==> src/rtl/uart_rx_fifo.sv <==
`default_nettype none
// ============================================================================
// Module      : uart_rx_fifo
// Description : Receive-side FWFT buffer behind the Uart8 receiver. Captures
//               one byte per rxDone rising edge, tags it with rxErr, and
//               presents the head entry through a valid/ready handshake.
//               Optional build macro RX_FIFO_DROP_ERR_EN discards bytes
//               received with rxErr=1 and ties outErr low.
// Revision    : 1.0 - initial release
// ============================================================================
module uart_rx_fifo #(
    parameter int DEPTH_LOG2 = 4
) (
    input  logic                  clk,
    input  logic                  reset,
    input  logic                  rxDone,
    input  logic                  rxErr,
    input  logic [7:0]            rxByte,
    output logic                  outValid,
    input  logic                  outReady,
    output logic [7:0]            outByte,
    output logic                  outErr,
    output logic [DEPTH_LOG2:0]   count,
    output logic                  full,
    output logic                  empty,
    output logic                  overflow,
    input  logic                  clearOverflow
);

    localparam int c_DEPTH_N = 1 << DEPTH_LOG2;
    localparam logic [DEPTH_LOG2:0] c_DEPTH = {1'b1, {DEPTH_LOG2{1'b0}}};

`ifdef RX_FIFO_DROP_ERR_EN
    localparam int c_ENTRY_W = 8;
`else
    localparam int c_ENTRY_W = 9;
`endif

    logic [c_ENTRY_W-1:0]  r_mem_q [0:c_DEPTH_N-1];
    logic [DEPTH_LOG2-1:0] r_wr_ptr_q, w_wr_ptr_d;
    logic [DEPTH_LOG2-1:0] r_rd_ptr_q, w_rd_ptr_d;
    logic [DEPTH_LOG2:0]   r_count_q,  w_count_d;
    logic                  r_overflow_q, w_overflow_d;
    logic                  r_rx_done_prev_q;

    logic                  w_push_req;
    logic                  w_store_req;
    logic                  w_push_ok;
    logic                  w_drop;
    logic                  w_pop;
    logic [c_ENTRY_W-1:0]  w_entry;
    logic [c_ENTRY_W-1:0]  w_head;

    // Rising edge of rxDone; prev resets high so a level held through reset is ignored
    assign w_push_req = rxDone & ~r_rx_done_prev_q;

`ifdef RX_FIFO_DROP_ERR_EN
    assign w_store_req = w_push_req & ~rxErr;
    assign w_entry     = rxByte;
    assign outByte     = w_head;
    assign outErr      = 1'b0;
`else
    assign w_store_req = w_push_req;
    assign w_entry     = {rxErr, rxByte};
    assign outByte     = w_head[7:0];
    assign outErr      = w_head[8];
`endif

    // Status flags come from the stored count only, never from outReady
    assign outValid = (r_count_q != '0);
    assign empty    = (r_count_q == '0);
    assign full     = (r_count_q == c_DEPTH);
    assign count    = r_count_q;
    assign overflow = r_overflow_q;

    // A pop frees a slot in the same cycle, so a full FIFO can still accept a push
    assign w_pop     = outValid & outReady;
    assign w_push_ok = w_store_req & (~full | w_pop);
    assign w_drop    = w_store_req & full & ~w_pop;
    assign w_head    = r_mem_q[r_rd_ptr_q];

    // Next-state for pointers, occupancy and the sticky overflow flag
    always_comb begin
        w_wr_ptr_d   = r_wr_ptr_q;
        w_rd_ptr_d   = r_rd_ptr_q;
        w_count_d    = r_count_q;
        w_overflow_d = (r_overflow_q & ~clearOverflow) | w_drop;
        if (w_push_ok) begin
            w_wr_ptr_d = r_wr_ptr_q + 1'b1;
        end
        if (w_pop) begin
            w_rd_ptr_d = r_rd_ptr_q + 1'b1;
        end
        case ({w_push_ok, w_pop})
            2'b10:   w_count_d = r_count_q + 1'b1;
            2'b01:   w_count_d = r_count_q - 1'b1;
            default: w_count_d = r_count_q;
        endcase
    end

    // Control state registers; reset overrides any concurrent push or pop
    always_ff @(posedge clk) begin
        if (reset) begin
            r_wr_ptr_q       <= '0;
            r_rd_ptr_q       <= '0;
            r_count_q        <= '0;
            r_overflow_q     <= 1'b0;
            r_rx_done_prev_q <= 1'b1;
        end else begin
            r_wr_ptr_q       <= w_wr_ptr_d;
            r_rd_ptr_q       <= w_rd_ptr_d;
            r_count_q        <= w_count_d;
            r_overflow_q     <= w_overflow_d;
            r_rx_done_prev_q <= rxDone;
        end
    end

    // Storage array; contents need no reset since the pointers define validity
    always_ff @(posedge clk) begin
        if (!reset && w_push_ok) begin
            r_mem_q[r_wr_ptr_q] <= w_entry;
        end
    end

endmodule
`default_nettype wire

==> config.mk <==
export PLATFORM = sky130hd
export DESIGN_NAME = uart_rx_fifo
export DESIGN_NICKNAME = d
export VERILOG_FILES = /design/src/rtl/uart_rx_fifo.sv
export SDC_FILE = /design/constraint.sdc
export NUM_CORES = 1
export LEC_CHECK = 0
export ABC_AREA = 1
export CAP_MARGIN = 20
export CORE_AREA = 2 2 121 123
export DETAILED_ROUTE_END_ITERATION = 16
export DIE_AREA = 0 0 123 125
export PLACE_DENSITY = 0.67
export SLEW_MARGIN = 20
export SYNTH_ARGS = -nofsm -noshare
export SYNTH_HDL_FRONTEND = slang
export SYNTH_SLANG_ARGS = --single-unit
export TNS_END_PERCENT = 50
==> constraint.sdc <==
create_clock -name clk -period 3.3 [get_ports clk]
set_input_delay 0.66 -clock clk [delete_from_list [all_inputs] [get_ports clk]]
set_output_delay 0.66 -clock clk [all_outputs]
set_load 0.02 [all_outputs]
==> flow_metrics.env, run 1 <==
export IMPL_status="finished, final reports clean"
export IMPL_cp_endpoint="outByte[2]"
export IMPL_synth_warnings=0
export IMPL_layout_min_cycle_time_ns=3.13
export IMPL_r2r_end="count[4]"
export IMPL_antenna_found_initial=0
export IMPL_grtUsageTotal_pct=19.8
export IMPL_slew_headroom_pct=53.1
export IMPL_grt_pass1_wl_um=22500
export IMPL_finalMaxSlewViolations=0
export IMPL_design_core_area_um2=14200
export IMPL_crit_type="reg2out"
export IMPL_numClockSinks=163
export IMPL_cts_buffers=17
export IMPL_routed_wirelength_um=14600
export IMPL_cap_violations=0
export IMPL_antenna_left=0
export IMPL_grt_pass1_vias=4224
export IMPL_first_iter_violations=412
export IMPL_fp_dieH_um=125
export IMPL_endpoint_kind="primary output"
export IMPL_layout_commonest_cell="edfxtp_1"
export IMPL_skew_ns=0.00812
export IMPL_start_util_pct=48.4
export IMPL_clk_latency_ns=0.42
export IMPL_tightest_slew_ns=0.702
export IMPL_cp_required_ns=2.64
export IMPL_critPathArrivalTime_ns=2.47
export IMPL_grt_max_degree=73
export IMPL_reg2reg_slack_ns=1.19
export IMPL_grt_remaining_overflow=0
export IMPL_critPathLaunchType="register"
export IMPL_vias=4415
export IMPL_drt_wirelength_per_cell_um=17.4
export IMPL_fp_dieW_um=123
export IMPL_mostFrequentLayoutCells="144 x edfxtp_1, 93 x inv_1, 67 x nand3_1"
export IMPL_num_rows=44
export IMPL_die_area_um2=15400
export IMPL_portBuffers=31
export IMPL_num_antenna_cells=0
export IMPL_holdCritPathClass="reg2reg"
export IMPL_finalSetupViolCount=0
export IMPL_viasPerCell=5.26
export IMPL_final_setup_tns_ns=0
export IMPL_syn_nets=620
export IMPL_hpwl_um=8860
export IMPL_cp_max_fo=18
export IMPL_synthToLayoutAreaGrowth_pct=17.3
export IMPL_ios=32
export IMPL_drc=0
export IMPL_total_power_uw=5850
export IMPL_drive_gt1_share_pct=10.5
export IMPL_rsz0062_at_grt="no"
export IMPL_cts_tree="built"
export IMPL_pwr_density_cell_nw_per_um2=725
export IMPL_first_pass_iters=4
export IMPL_nets=666
export IMPL_yosysSeqAreaShare_pct=68.4
export IMPL_peakVddDrop_mv=0.573
export IMPL_htree_levels=4
export IMPL_post_route_period_util_pct=95.0
export IMPL_place_congestion=0.753
export IMPL_max_freq_ghz=0.319
export IMPL_synth_area_um2=6880
export IMPL_syn_inst=597
export IMPL_ys_ff_latch=163
export IMPL_path_clk_slew_ns=0.06
export IMPL_ctsResizeCount=0
export IMPL_crit_reg2reg_launch="count[1]"
export IMPL_synth_area_per_cell_um2=11.5
export IMPL_p_leak_uw=0.00298
export IMPL_hold_viol=0
export IMPL_synth_cell_type_count=29
export IMPL_r2r_cells=12
export IMPL_cts_root_buf="clkbuf_16"
export IMPL_clk_path_buf_depth=2
[worst max-delay path, stage by stage, from the launching register on]
cell	delay (ns)
dfxtp_1	0.35
clkinv_1	0.54
nand3_1	0.32
nand3_1	0.13
nand2_1	0.11
clkdlybuf4s50_1	0.60
[cell usage after synthesis]
library cell	n	area, um^2
edfxtp_1	144	4320
inv_1	93	349
nand3_1	67	335
nand2_1	60	225
o21ai_0	44	220
a21oi_1	43	215
o211ai_1	36	270
nor2_1	31	116
dfxtp_1	19	380
buf_2	16	80.1
clkbuf_1	10	37.5
ha_1	8	100
nand2_2	3	18.8
buf_4	2	15.0
clkinv_1	2	7.51
inv_2	2	7.51
nand3_2	2	20.0
nor2_2	2	12.5
nor2_4	2	22.5
xor2_1	2	17.5
a21o_1	1	7.51
a21oi_2	1	8.76
buf_6	1	11.3
fa_1	1	20.0
nand2_4	1	11.3
nand3_4	1	17.5
o21ai_1	1	5.00
o21ai_4	1	16.3
xnor2_1	1	8.76
[kinds of logic (layout without fill, tap and decap cells)]
family                   after synthesis  count (layout)  share of synthesized area (%)
AO/OA/AOI/OAI                        127             127                           10.8
buffers and inverters                126             184                           7.38
XOR/XNOR                               3               3                          0.382
AND/OR/NAND/NOR                      169             169                           11.3
adder cells (fa/ha/maj)                9               9                           1.75
flip-flops                           163             163                           68.4
[sequential cells by signal, indices dropped and copies added (netlist names), named ones only]
signal            count
r_rd_ptr_q            4
r_rx_done_prev_q      1
r_wr_ptr_q            4
count                 5
overflow              1
r_mem_q             144
[where the power goes]
part | switching [uW] | internal, uW
clock | 753 | 1090
sequential | 116 | 2300
combinational | 939 | 649
total | 1810 | 4040
[how the worst min path moves through the flow]
stage / start / to / slack, ns / depth (start not counted)
2_1_floorplan: r_rd_ptr_q[2] / register / 0.45 / 2
6_report: overflow / overflow / 0.46 / 2
5_1_grt: overflow / overflow / 0.51 / 2
4_1_cts: overflow / overflow / 0.47 / 2
3_5_place_dp: overflow / overflow / 0.46 / 2
3_3_place_gp: overflow / overflow / 0.46 / 2
[routing by layer]
layer | vias up | GRT usage, % | share of wire (%)
met5 | - | 0 | 0
met4 | 0 | 6.22 | 1.2
met3 | 16 | 4.15 | 3.6
met2 | 84 | 32.0 | 50
met1 | 2151 | 26.9 | 45
li1 | 2164 | - | -
[layout make-up]
| type | count | area, um^2 |
|---|---|---|
| Clock buffer | 18 | 429 |
| Clock inverter | 13 | 119 |
| Fill cell | 1159 | 6130 |
| Inverter | 97 | 364 |
| Multi-Input combinational cell | 308 | 1670 |
| Sequential cell | 163 | 4710 |
| Tap cell | 184 | 230 |
| Timing Repair Buffer | 56 | 548 |
[through the flow]
step                area (um^2)  worst slack [ns]  std cells  hold slack, ns  util, %
global route               8070            0.0239        839           0.512     56.8
global placement           7500             0.535        807           0.456     52.8
detailed placement         7500             0.386        807           0.456     52.8
floorplan                  6880              1.10        597           0.447        -
finish                     8070             0.166        839           0.465     56.8
CTS                        8050            0.0745        838           0.468     56.7
[timing repair]
action / in CTS / in global routing
hold buffers: 0 / 0
setup buffers: 0 / 1
setup endpoints to repair: 0 / 8
Power figures use the tool's default switching activity.
==> run 2, diff against run 1 <==
- CELL_PAD_IN_SITES_DETAIL_PLACEMENT: default -> 0
- CELL_PAD_IN_SITES_GLOBAL_PLACEMENT: default -> 1
- PLACE_DENSITY: 0.67 -> default
- PLACE_DENSITY_LB_ADDON: default -> 0.1
==> run 2 against run 1 <==
Effect of this change:
- combinational power is essentially flat
- power shrank 2.2%
- hold slack gained 0.015 ns
- worst setup slack gained 0.14 ns
- routed wire length grew 1.4%
- final area shrank 0.39%
- sequential power is essentially flat
- first-iteration DRC count grew 19%
- clock skew shrank 0.0015 ns
- die area is the same
- non-clock buffer count grew 4
- critical path type unchanged
- largest power group unchanged
==> flow_metrics.env, run 2 (synthesis results as in run 1) <==
export IMPL_start_util_pct=48.4
export IMPL_layout_commonest_cell="edfxtp_1"
export IMPL_tightest_slew_ns=0.672
export IMPL_place_congestion=0.770
export IMPL_final_util_pct=56.6
export IMPL_drc=0
export IMPL_cts_tree="built"
export IMPL_p_leak_uw=0.00298
export IMPL_portBuffers=31
export IMPL_die_area_um2=15400
export IMPL_cts_buffers=17
export IMPL_layout_min_cycle_time_ns=2.99
export IMPL_htree_levels=4
export IMPL_post_route_period_util_pct=90.6
export IMPL_rsz0062_at_grt="no"
export IMPL_path_clk_slew_ns=0.06
export IMPL_pwr_density_cell_nw_per_um2=712
export IMPL_first_iter_violations=492
export IMPL_finalMaxSlewViolations=0
export IMPL_holdCritPathClass="reg2reg"
export IMPL_clk_latency_ns=0.42
export IMPL_critPathLaunchType="register"
export IMPL_fp_dieH_um=125
export IMPL_viasPerCell=5.25
export IMPL_hpwl_um=9370
export IMPL_n_fill_cell=1236
export IMPL_use_met3_pct=4.65
export IMPL_numClockSinks=163
export IMPL_cts_root_buf="clkbuf_16"
export IMPL_mostFrequentLayoutCells="144 x edfxtp_1, 93 x inv_1, 67 x nand3_1"
export IMPL_num_antenna_cells=0
export IMPL_worst_path_buf_inv=2
export IMPL_vias=4433
export IMPL_fin_cells=844
export IMPL_first_pass_iters=4
export IMPL_grt_remaining_overflow=0
export IMPL_finalSetupViolCount=0
export IMPL_post_cts_buffers=0
export IMPL_regMostFlops="r_mem_q"
export IMPL_reg2reg_slack_ns=1.16
export IMPL_ctsHoldBuffers=0
export IMPL_cap_violations=0
export IMPL_endpoint_kind="primary output"
export IMPL_max_freq_ghz=0.334
export IMPL_cp_cell_sequence="buf_12, o211ai_1, nand3_1, nand3_1, nand2_1, clkdlybuf4s50_1"
export IMPL_grt_pass1_vias=4285
export IMPL_crit_top_cell="nand3_1"
export IMPL_crit_type="reg2out"
export IMPL_place_area_um2=7530
export IMPL_grt_pass1_wl_um=23200
export IMPL_placed_cells=812
export IMPL_final_setup_tns_ns=0
export IMPL_largest_reg_flops=144
export IMPL_final_area_um2=8040
export IMPL_slowest_delay_ns=0.61
export IMPL_antenna_found_initial=1
export IMPL_hold_viol=0
export IMPL_grt_busiest_layer="met2"
export IMPL_cp_required_ns=2.64
export IMPL_skew_ns=0.00659
export IMPL_antenna_left=0
export IMPL_slew_headroom_pct=55.0
export IMPL_clk_path_buf_depth=2
export IMPL_grt_max_degree=69
export IMPL_grtUsageTotal_pct=20.7
export IMPL_hold_worst_slack_ns=0.480
export IMPL_num_rows=44
export IMPL_peakVddDrop_mv=0.557
export IMPL_routed_wirelength_um=14800
export IMPL_grt_util_met1_pct=28.4
export IMPL_ctsResizeCount=0
export IMPL_crit_family="buffers and inverters"
export IMPL_status="finished, final reports clean"
export IMPL_grt_use_met2_pct=32.6
export IMPL_drt_wirelength_per_cell_um=17.5
export IMPL_ios=32
export IMPL_crit_slowest_cell="clkdlybuf4s50_1"
export IMPL_nets=670
export IMPL_drive_gt1_share_pct=10.2
export IMPL_fp_dieW_um=123
export IMPL_synthToLayoutAreaGrowth_pct=16.8
export IMPL_cp_max_fo=50
export IMPL_design_core_area_um2=14200
export IMPL_critPathArrivalTime_ns=2.33
[run 2: cell count changes in the layout (fill, tap and decap cells not counted), sizes merged]
cell / change
clkbuf: +5
buf: +4
clkinvlp: -3
bufinv: -1
[run 2: final cells by class]
class / instances / area [um^2] / area share (%)
Clock buffer: 23 / 448 / 5.57
Multi-Input combinational cell: 308 / 1670 / 20.8
Inverter: 97 / 364 / 4.53
Tap cell: 184 / 230 / 2.86
Clock inverter: 9 / 63.8 / 0.794
Timing Repair Buffer: 60 / 553 / 6.88
Sequential cell: 163 / 4710 / 58.6
[run 2: final timing paths]
kind	start	endpoint	depth (start not counted)
worst max-delay path	register	outByte[6]	6
worst min-delay path	overflow	overflow	2
worst min register to register	overflow	overflow	2
worst max register to register	count[0]	count[4]	11
[run 2: layer usage]
layer  wire, um  vias to the layer above
met5         13                        -
met4        229                        2
met3        690                       18
met2       7160                       94
met1       6680                     2148
li1           -                     2171
[run 2: power by group]
group	switching [uW]	internal, uW	leakage, uW
Sequential	92.7	2300	0.00145
Combinational	953	634	0.00128
Clock	718	1020	0.000250
[run 2: worst register-to-register path: cells and delay by family (launching register included)]
| family | cells | cell delay [ns] |
|---|---|---|
| AO/OA/AOI/OAI | 3 | 0.49 |
| AND/OR/NAND/NOR | 5 | 0.63 |
| buffers and inverters | 2 | 0.18 |
| adder cells (fa/ha/maj) | 1 | 0.36 |
| flip-flops | 1 | 0.36 |
[run 2: through the flow]
stage | setup slack [ns] | power, uW
final | 0.309 | 5720
after floorplan | 1.10 | 3510
after detailed placement | 0.431 | 4040
after CTS | 0.264 | 5780
after global placement | 0.515 | 4010
after global routing | 0.168 | 6050
